File: src/rtl/gf16_pkg.sv
// Shared definitions for the sequential GF(2^16) multiplier:
// FSM state encoding, default field polynomial and nibble-serial step geometry.
package gf16_pkg;

    typedef enum logic [1:0] {
        ST_IDLE = 2'd0,
        ST_MUL  = 2'd1,
        ST_DONE = 2'd2
    } state_t;

    // Low 16 coefficients of x^16 + x^5 + x^3 + x + 1 (x^16 term implicit).
    localparam logic [15:0] POLY_DEFAULT = 16'h002B;

    // Multiplier is consumed one nibble per cycle, MSB nibble first.
    localparam int NIB_W     = 4;
    localparam int NIB_STEPS = 4;

endpackage : gf16_pkg

File: src/rtl/clmul_16x4.sv
// Combinational carryless (GF(2) polynomial) product of a 16-bit operand and
// a 4-bit operand; the result is 19 bits wide (degree <= 15 + 3).
module clmul_16x4
    import gf16_pkg::*;
(
    input  logic [15:0]      a_i,
    input  logic [NIB_W-1:0] b_i,
    output logic [18:0]      p_o
);

    logic [18:0] pp [NIB_W];

    // One shifted copy of a_i per set bit of b_i.
    generate
        for (genvar gi = 0; gi < NIB_W; gi++) begin : g_pp
            assign pp[gi] = b_i[gi] ? (19'(a_i) << gi) : 19'd0;
        end
    endgenerate

    // Addition in GF(2) is XOR, so the partial products simply XOR together.
    assign p_o = pp[0] ^ pp[1] ^ pp[2] ^ pp[3];

endmodule : clmul_16x4

File: src/rtl/gf16_mult_seq.sv
// Sequential GF(2^16) multiplier, c = a*b mod (x^16 + POLY).
// b is consumed one nibble per cycle (MSB nibble first), Horner style:
// acc <= reduce((acc << 4) ^ clmul(a, nibble)). Latency 4 cycles from accept
// to out_valid; result held in DONE until the consumer takes it.
// Optional build macro GF16_MULT_RAW_EN adds c_raw, the unreduced 31-bit
// carryless product, built in parallel with the reduced one.
module gf16_mult_seq
    import gf16_pkg::*;
#(
    parameter logic [15:0] POLY = POLY_DEFAULT
) (
    input  logic        clk,
    input  logic        rst_n,
    input  logic        in_valid,
    output logic        in_ready,
    input  logic [15:0] a,
    input  logic [15:0] b,
    output logic        out_valid,
    input  logic        out_ready,
    output logic [15:0] c
`ifdef GF16_MULT_RAW_EN
    ,
    output logic [30:0] c_raw
`endif
);

    state_t      state_q, state_d;
    logic [15:0] a_q, a_d;
    logic [15:0] b_q, b_d;
    logic [15:0] acc_q, acc_d;
    logic [1:0]  step_q, step_d;

    logic [15:0]      b_shift;
    logic [NIB_W-1:0] nibble;
    logic [18:0]      pp;
    logic [19:0]      t;
    logic [18:0]      fold;
    logic             fold_unused;
    logic [15:0]      acc_step;

    // Select the current nibble: step 0 -> b[15:12] ... step 3 -> b[3:0].
    assign b_shift = b_q >> {(2'd3 - step_q), 2'b00};
    assign nibble  = b_shift[NIB_W-1:0];

    clmul_16x4 u_clmul_pp (
        .a_i (a_q),
        .b_i (nibble),
        .p_o (pp)
    );

    assign t = {acc_q, 4'b0000} ^ {1'b0, pp};

    // Bits 19:16 of t stand for x^16..x^19; replace them by their residue
    // t[19:16]*POLY. With the default polynomial the fold fits in 9 bits.
    clmul_16x4 u_clmul_fold (
        .a_i (POLY),
        .b_i (t[19:16]),
        .p_o (fold)
    );

    assign acc_step    = t[15:0] ^ fold[15:0];
    assign fold_unused = ^fold[18:16];

`ifdef GF16_MULT_RAW_EN
    logic [30:0] raw_q, raw_d;
`endif

    // Next-state and handshake outputs; every target gets its hold value first.
    always_comb begin
        state_d   = state_q;
        a_d       = a_q;
        b_d       = b_q;
        acc_d     = acc_q;
        step_d    = step_q;
`ifdef GF16_MULT_RAW_EN
        raw_d     = raw_q;
`endif
        in_ready  = 1'b0;
        out_valid = 1'b0;
        case (state_q)
            ST_IDLE: begin
                in_ready = 1'b1;
                if (in_valid) begin
                    a_d     = a;
                    b_d     = b;
                    acc_d   = '0;
                    step_d  = '0;
`ifdef GF16_MULT_RAW_EN
                    raw_d   = '0;
`endif
                    state_d = ST_MUL;
                end
            end
            ST_MUL: begin
                acc_d  = acc_step;
                step_d = step_q + 2'd1;
`ifdef GF16_MULT_RAW_EN
                raw_d  = {raw_q[26:0], 4'b0000} ^ {12'd0, pp};
`endif
                if (step_q == 2'(NIB_STEPS - 1)) begin
                    state_d = ST_DONE;
                end
            end
            ST_DONE: begin
                out_valid = 1'b1;
                if (out_ready) begin
                    state_d = ST_IDLE;
                end
            end
            default: state_d = ST_IDLE;
        endcase
    end

    // FSM state register.
    always_ff @(posedge clk or negedge rst_n) begin
        if (!rst_n) begin
            state_q <= ST_IDLE;
        end else begin
            state_q <= state_d;
        end
    end

    // Datapath registers: captured operands, accumulator, step counter.
    always_ff @(posedge clk or negedge rst_n) begin
        if (!rst_n) begin
            a_q    <= '0;
            b_q    <= '0;
            acc_q  <= '0;
            step_q <= '0;
        end else begin
            a_q    <= a_d;
            b_q    <= b_d;
            acc_q  <= acc_d;
            step_q <= step_d;
        end
    end

    assign c = out_valid ? acc_q : 16'd0;

`ifdef GF16_MULT_RAW_EN
    // Unreduced carryless product, accumulated alongside acc.
    always_ff @(posedge clk or negedge rst_n) begin
        if (!rst_n) begin
            raw_q <= '0;
        end else begin
            raw_q <= raw_d;
        end
    end

    assign c_raw = out_valid ? raw_q : 31'd0;
`endif

endmodule : gf16_mult_seq

File: config.mk
export PLATFORM = sky130hd
export DESIGN_NAME = gf16_mult_seq
export DESIGN_NICKNAME = d
export VERILOG_FILES = /design/src/rtl/gf16_pkg.sv /design/src/rtl/clmul_16x4.sv /design/src/rtl/gf16_mult_seq.sv
export SDC_FILE = /design/constraint.sdc
export NUM_CORES = 1
export LEC_CHECK = 0
export ABC_AREA = 1
export BUFFER_PORTS_ARGS = -buffer_cell sky130_fd_sc_hd__buf_2
export CAP_MARGIN = 40
export CORE_MARGIN = 2
export CORE_UTILIZATION = 62
export CTS_CLUSTER_SIZE = 14
export DETAILED_ROUTE_END_ITERATION = 12
export PLACE_DENSITY = 0.95
export SLEW_MARGIN = 30
export SYNTH_ARGS = -nofsm -noshare
export SYNTH_HDL_FRONTEND = slang
export SYNTH_SLANG_ARGS = --single-unit
File: constraint.sdc
create_clock -name clk -period 5.4 [get_ports clk]
set_input_delay 1.62 -clock clk [delete_from_list [all_inputs] [get_ports clk]]
set_output_delay 1.62 -clock clk [all_outputs]
set_load 0.005 [all_outputs]
== Word level (Yosys, flattened, before mapping) ==
Cells that the tools add are included.

* Bits in registers: 52
* Bits in latches: 0
* RAM bits: 0
* Memory bits (read-only): 0
* Input port bits: 36
* Output and inout port bits: 18
* Word-level logic and storage cells: 46
* Memories kept: 0

* Add/subtract/negate cells: 2
* Multipliers: 0
* Divide/modulo/power cells: 0
* Magnitude comparators: 0
* Equal/unequal tests: 6
* Shift operators: 1
* Mux-type cells: 19
* Bitwise logic cells: 8
* Reduce and logical (&&, ||, !) cells: 5

{| class="wikitable"
|+ Operator list
! kind !! count
|-
| 16-bit two-way mux || 3
|-
| 19-bit XOR || 2
|-
| 16-bit case mux with 2 select lines || 1
|-
| 20-bit by 19-bit XOR with 20-bit output || 1
|-
| 19-bit two-way mux || 1
|-
| 19-bit by 18-bit XOR with 19-bit output || 1
|-
| 18-bit two-way mux || 1
|-
| 17-bit two-way mux || 1
|-
| 16-bit by 4-bit right shift with 4-bit output || 1
|-
| 16-bit XOR || 1
|-
| 16-bit by 8-bit XOR with 16-bit output || 1
|-
| 16-bit by 9-bit XOR with 16-bit output || 1
|-
| 9-bit two-way mux || 1
|-
| 2-bit two-way mux || 4
|-
| 8-bit two-way mux || 1
|-
| 7-bit two-way mux || 1
|-
| 6-bit by 7-bit XOR with 7-bit output || 1
|-
| 6-bit two-way mux || 1
|-
| 2-bit != test (second input constant) || 3
|-
| 2-bit case mux with 3 select lines || 1
|-
| 2-bit == test (second input constant) || 2
|-
| 2-bit case mux with 2 select lines || 1
|-
| 2-bit AND reduction || 2
|-
| 3-bit AND reduction || 1
|-
| other kinds (6) || 7
|}

== Logic depth before layout (Yosys ltp) ==
Gate-level depths: netlist of the first run.

* Depth in word-level cells: 13
* Mapped depth: 16
* Mapped depth without buffers: 15

== Cells and area by module ==
Synthesis of the first run repeated with hierarchy kept, for this count alone.

* Cell total of the unflattened synthesis: 943
* Area, all modules: 5417.7 um2

{| class="wikitable"
|+ By module, submodules not included
! module !! times used !! cells an instance !! area each (um2) !! sequential area each (um2)
|-
| gf16_mult_seq || 1 || 373 || 2852.7 || 1301.2
|-
| clmul_16x4 || 2 || 285 || 1282.5 || 0.0
|}

== Worst setup path after synthesis of the first run ==
OpenSTA, ideal clock, no wires.

* Path kind: register to output
* Start: register state_q[0]
* End: output c[10]
* Data arrival time: 1062 ps
* Data required time: 3780 ps
* Setup slack: 2718 ps
* Stages on the path, launching flop included: 5
* Buffers on the path: 1
* Cells stage by stage: dfrtp_1 > nor2_1 > clkinv_1 > clkbuf_1 > nor2_1

* Cells in the longest elaborated chain, start to end: 3

{| class="wikitable"
|+ RTL lines
! element !! line !! source
|-
| from (decl) || gf16_mult_seq.sv:27 || <nowiki>state_t state_q, state_d;</nowiki>
|-
| from (signal assigned) || gf16_mult_seq.sv:119 || <nowiki>state_q <= state_d;</nowiki>
|-
| 2-bit == test || gf16_mult_seq.sv:80 || <nowiki>case (state_q)</nowiki>
|-
| 1-bit two-way mux || gf16_mult_seq.sv:80 ||
|-
| net out_valid || gf16_mult_seq.sv:18 || <nowiki>output logic out_valid,</nowiki>
|-
| 16-bit two-way mux || gf16_mult_seq.sv:138 || <nowiki>assign c = out_valid ? acc_q : 16'd0;</nowiki>
|-
| to (decl) || gf16_mult_seq.sv:20 || <nowiki>output logic [15:0] c</nowiki>
|}

The timed path passes the listed nets, and every way through them passes these cells.

== Worst setup path in the final report of the first run ==
* Start: register state_q[1]
* End: output c[5]

* Cells in the longest elaborated chain, start to end: 3

{| class="wikitable"
|+ RTL lines
! element !! line
|-
| 2-bit == test || gf16_mult_seq.sv:80
|-
| 1-bit two-way mux || gf16_mult_seq.sv:80
|-
| 16-bit two-way mux || gf16_mult_seq.sv:138
|}

Every way passes these cells.

==> results of run 1 <==
==> logic make-up (layout without fill, tap and decap cells) <==
family,after synthesis,in the layout,share of synthesized area
compound gates,27,27,0.03794
xor+xnor,34,34,0.09537
fa+ha+maj,1,1,0.003480
buf+inv,74,123,0.08249
flops,52,52,0.3620
simple gates,368,368,0.4187
==> critical path, cell delays in order (launching register included) <==
cell      delay, ns
dfrtp_1        0.38
inv_1          0.06
nor2_1         0.12
clkinv_1       0.39
nor2_1         0.23
buf_2          0.14
==> worst max-delay path by stage <==
stage,depth (start not counted),end,startpoint
floorplan,4,c[10],state_q[0]
global placement,7,acc_q[0],in_valid
detailed placement,7,step_q[1],in_valid
CTS,5,c[3],state_q[1]
global route,5,c[2],state_q[1]
finish,5,c[5],state_q[1]
==> flip-flops by register name, indices dropped and copies added (netlist names) <==
register	cells
a_q	16
acc_q	16
b_q	16
state_q	2
step_q	2
==> placed cells by master, fill, tap and decap left out, types with 3 or more instances in the layout <==
cell and instances:
o21ai_1 4, inv_1 56, buf_2 52, buf_4 3
inv_2 3, or2_1 3, o21ai_0 21, nor2_1 60
dfrtp_1 52, xor2_1 10, nand2_2 3, clkbuf_8 5
xnor2_1 18, nand3_1 51, nand2_1 239, xnor2_2 6
nor2_2 3, nand3_2 4, nand4_1 3
==> final cells by class <==
| class | instances | area, sq um | area share |
|---|---|---|---|
| multi-input cells | 430 | 1997 | 0.4983 |
| flip-flops and latches | 52 | 1301 | 0.3247 |
| repair buffers | 55 | 282.8 | 0.07056 |
| inverters | 60 | 225.2 | 0.05620 |
| well taps | 72 | 90.09 | 0.02248 |
| clock buffers | 5 | 68.82 | 0.01717 |
| clock inverters | 3 | 42.54 | 0.01062 |
==> metrics by stage <==
stage	cell area, sq um	worst slack, ns	utilization	std cells
5_1_grt	4008	1.980	0.7234	677
2_1_floorplan	3595	2.718	-	556
6_report	4008	2.148	0.7234	677
4_1_cts	4008	2.102	0.7234	677
3_3_place_gp	3894	2.436	0.7028	669
3_5_place_dp	3896	2.368	0.7033	669
==> metal layers <==
layer  GRT usage  vias up  wire, microns
met3     0.05281       26            898
li1            -     1792              -
met5           0        -              0
met1      0.3871     1682           3688
met4      0.1271        0            181
met2      0.5050      216           4200
==> impl_metrics.env, run 1 <==
export IMPL_relSlewSlack=0.5613
export IMPL_netlist_top_cell_by_area="dfrtp_1"
export IMPL_placementRows=27
export IMPL_antenna_cells=0
export IMPL_max_freq_mhz=307.5
export IMPL_drv_cap=0
export IMPL_drive_above_1_share=0.1355
export IMPL_hold_viol=0
export IMPL_root_buffer="clkbuf_8"
export IMPL_min_delay_start="b_q[15]"
export IMPL_htree_levels=2
export IMPL_period_share=0.6022
export IMPL_reg2reg_to="acc_q[3]"
export IMPL_coreArea_sq_um=5540
export IMPL_finalCriticalPeriod_ns=3.252
export IMPL_die_x_microns=80.15
export IMPL_nNetsFinal=641
export IMPL_synth_area_per_cell_sq_um=6.465
export IMPL_cts_tree="yes"
export IMPL_synthCells=556
export IMPL_synth_edf_count=0
export IMPL_post_cts_setup_buffers=0
export IMPL_postRouteAntennaNets=0
export IMPL_cts_made_buffers=5
export IMPL_initial_core_util=0.6488
export IMPL_synth_area_leaders="dfrtp_1, nand2_1, nand3_1"
export IMPL_wl_microns=8968
export IMPL_crit_type="reg2out"
export IMPL_rsz0062_at_grt="no"
export IMPL_hold_end="b_q[15]"
export IMPL_fin_skew_ns=0.01006
export IMPL_gp_congestion=0.9153
export IMPL_synth_flop_cell="dfrtp_1"
export IMPL_ioPinCount=54
export IMPL_reg2reg_from="step_q[0]"
export IMPL_status="completed"
export IMPL_insertion_delay_ns=0.31
export IMPL_whs_ns=0.4899
export IMPL_remaining_drc_errors=0
export IMPL_setup_viol=0
export IMPL_wl_per_cell_microns=13.25
export IMPL_grt_pass1_wl_microns=15360
export IMPL_cts_sinks=52
export IMPL_worst_pin_slew_ns=0.6580
export IMPL_r2r_slack_ns=2.74
export IMPL_cts_resized=0
export IMPL_netlist_area_sq_um=3595
export IMPL_cp_start_kind="register"
export IMPL_area_growth_pct=11.49
export IMPL_yosysTopAreaCellShare=0.3620
export IMPL_slew_viol_final=0
export IMPL_port_buffers=53
export IMPL_yosysSeqAreaShare=0.3620
export IMPL_synth_nets=593
export IMPL_yosysUniqueCellTypes=25
export IMPL_arrival_ns=1.63
export IMPL_floorplan_die_height_microns=80.15
export IMPL_vias=3716
export IMPL_clkTransAtPathRegs_ns=0.10
export IMPL_dpl_hpwl_microns=6559
export IMPL_gr_total_overflow=0
export IMPL_yosysWarnings=0
export IMPL_setup_worst_path_end_class="output pin"
export IMPL_ctsHoldBuffers=0
export IMPL_reg2reg_depth=11
export IMPL_ys_ff_latch=52
export IMPL_firstDrtPassIters=6
export IMPL_yosys_top_cells_count="nand2_1, nor2_1, inv_1"
export IMPL_track_usage=0.3026
export IMPL_grt_antenna_before_repair=0
export IMPL_synth_async_reset_ratio=1.000
export IMPL_grt_pass1_vias=3557
export IMPL_nFillCells=430
export IMPL_grt_max_degree=53
export IMPL_drt_iter0_drc=404
export IMPL_post_synth_top_count_cell="nand2_1"
export IMPL_crit_required_ns=3.78
export IMPL_fin_tns_setup_ns=0
export IMPL_hold_class="reg2reg"
export IMPL_viasPerCell=5.489
export IMPL_dieArea_sq_um=6423
export IMPL_holdPathStages=2
export IMPL_crit_fanout=17
export IMPL_cts_buffer_depth=2
Power of run 1 is left out: the tool's default activity adds up to more than one toggle a clock period on the data nets, which glitch-free logic cannot reach.
==> run 2: changes to the inputs <==
--- a/config.mk
+++ b/config.mk
@@ -9,10 +9,10 @@
 export BUFFER_PORTS_ARGS = -buffer_cell sky130_fd_sc_hd__buf_2
 export CAP_MARGIN = 40
 export CORE_MARGIN = 2
-export CORE_UTILIZATION = 62
+export CORE_UTILIZATION = 58
 export CTS_CLUSTER_SIZE = 14
 export DETAILED_ROUTE_END_ITERATION = 12
-export PLACE_DENSITY = 0.95
+export PLACE_DENSITY = 0.91
 export SLEW_MARGIN = 30
 export SYNTH_ARGS = -nofsm -noshare
 export SYNTH_HDL_FRONTEND = slang
==> constraint.sdc (replaced) <==
create_clock -name clk -period 3.25 [get_ports clk]
set_input_delay 0.975 -clock clk [delete_from_list [all_inputs] [get_ports clk]]
set_output_delay 0.975 -clock clk [all_outputs]
set_load 0.005 [all_outputs]
==> run 2 against run 1 <==
  * Largest cell class unchanged
  * Via count shrank 0.38%
  * Cell count increased by 0.59%
  * Sequential share of layout area shrank 0.11 points
  * Critical path depth decreased by 1
==> impl_metrics.env, run 2 (synthesis results as in run 1) <==
export IMPL_status="completed"
export IMPL_relSlewSlack=0.6306
export IMPL_grt_pass1_vias=3328
export IMPL_die_x_microns=82.73
export IMPL_gp_congestion=0.8941
export IMPL_finalCriticalPeriod_ns=2.649
export IMPL_firstDrtPassIters=5
export IMPL_wl_microns=9119
export IMPL_port_buffers=53
export IMPL_gr_total_overflow=0
export IMPL_crit_type="reg2out"
export IMPL_ctsHoldBuffers=0
export IMPL_area_growth_pct=11.87
export IMPL_clkTransAtPathRegs_ns=0.11
export IMPL_initial_core_util=0.6036
export IMPL_grt_antenna_before_repair=0
export IMPL_critPathBufInv=2
export IMPL_track_usage=0.2902
export IMPL_cp_start_kind="register"
export IMPL_setup_worst_path_end_class="output pin"
export IMPL_hold_viol=0
export IMPL_reg_top3="a_q (16), acc_q (16), b_q (16)"
export IMPL_postRouteAntennaNets=0
export IMPL_root_buffer="clkbuf_8"
export IMPL_antenna_cells=0
export IMPL_wl_per_cell_microns=13.39
export IMPL_cpMostUsedCell="nor2_1"
export IMPL_drive_above_1_share=0.1370
export IMPL_final_common_cell="nand2_1"
export IMPL_min_delay_start="b_q[5]"
export IMPL_crit_slowest_cell="dfrtp_1"
export IMPL_viasPerCell=5.436
export IMPL_crit_family="buffers and inverters"
export IMPL_crit_fanout=17
export IMPL_dpl_hpwl_microns=6773
export IMPL_grt_max_degree=49
export IMPL_vias=3702
export IMPL_fin_tns_setup_ns=0
export IMPL_drv_cap=0
export IMPL_grt_pass1_wl_microns=15110
export IMPL_dieArea_sq_um=6843
export IMPL_cts_made_buffers=5
export IMPL_nNetsFinal=642
export IMPL_htree_levels=2
export IMPL_drt_iter0_drc=325
export IMPL_hold_class="reg2reg"
export IMPL_reg2reg_from="step_q[0]"
export IMPL_placementRows=28
export IMPL_crit_start="state_q[0]"
export IMPL_fin_skew_ns=0.009942
export IMPL_worst_pin_slew_ns=0.5528
export IMPL_cts_buffer_depth=2
export IMPL_floorplan_die_height_microns=82.73
export IMPL_coreArea_sq_um=5956
export IMPL_cts_resized=0
export IMPL_period_share=0.8150
export IMPL_cts_tree="yes"
export IMPL_final_cell_mix="nand2_1, nor2_1, inv_1"
export IMPL_cp_cell_sequence="nor2_1, clkinv_1, nor2_1, buf_2"
export IMPL_slew_viol_final=0
export IMPL_rsz0062_at_grt="no"
export IMPL_arrival_ns=1.67
export IMPL_crit_required_ns=2.27
export IMPL_cts_sinks=52
export IMPL_setup_viol=0
export IMPL_max_freq_mhz=377.5
export IMPL_post_cts_setup_buffers=0
export IMPL_ioPinCount=54
export IMPL_insertion_delay_ns=0.32
export IMPL_cpPeakStageDelay_ns=0.42
export IMPL_remaining_drc_errors=0
-- run 2: cell count changes in the layout (fill, tap and decap cells not counted), sizes merged --
cell / previous run / this run
buf: 55 / 56
clkinv: 2 / 3
clkinvlp: 1 / 0
-- run 2: worst paths after layout --
kind | endpoint | slack, ns | cells past startpoint
hold / removal | b_q[5] | 0.50 | 2
setup / recovery | c[9] | 0.60 | 4
setup reg to reg | acc_q[7] | 0.80 | 11
hold reg to reg | b_q[5] | 0.50 | 2
min in group asynchronous | b_q[15] | 0.62 | 1
max in group asynchronous | acc_q[9] | 1.82 | 2
-- run 2: layout make-up --
type,instances,area (sq um)
multi-input combinational,430,1997
timing repair buffer,56,287.8
clock buffer,5,68.82
clock inverter,3,47.55
fill,510,1934
tap,75,93.84
sequential,52,1301
inverter,60,225.2
-- run 2: per-layer routing --
metal / GRT usage / part of all wire
met2: 0.4726 / 0.47
met3: 0.03043 / 0.066
met5: 0 / 0
met4: 0.1197 / 0.023
met1: 0.3952 / 0.44
-- run 2: worst reg2reg max path, stage by stage (launching register included) --
cell     delay [ns]
dfrtp_1        0.51
inv_1          0.24
nand2_1        0.11
nand3_2        0.17
nand2_1        0.30
nor2_1         0.29
xor2_1         0.30
nand2_1        0.08
nand2_1        0.09
nand3_1        0.08
nand3_1        0.09
nand2_1        0.07
-- run 2: metrics by stage --
stage / setup WS [ns] / hold slack (ns) / cell area (sq um) / cells / utilization
floorplan: 1.213 / 0.4487 / 3595 / 556 / -
global placement: 0.9592 / 0.4686 / 3905 / 673 / 0.6557
detailed placement: 0.9136 / 0.4773 / 3905 / 673 / 0.6557
CTS: 0.5990 / 0.5035 / 4021 / 681 / 0.6752
global route: 0.4072 / 0.5169 / 4021 / 681 / 0.6752
finish: 0.6013 / 0.5016 / 4021 / 681 / 0.6752
Power of run 2 is left out for the same reason.
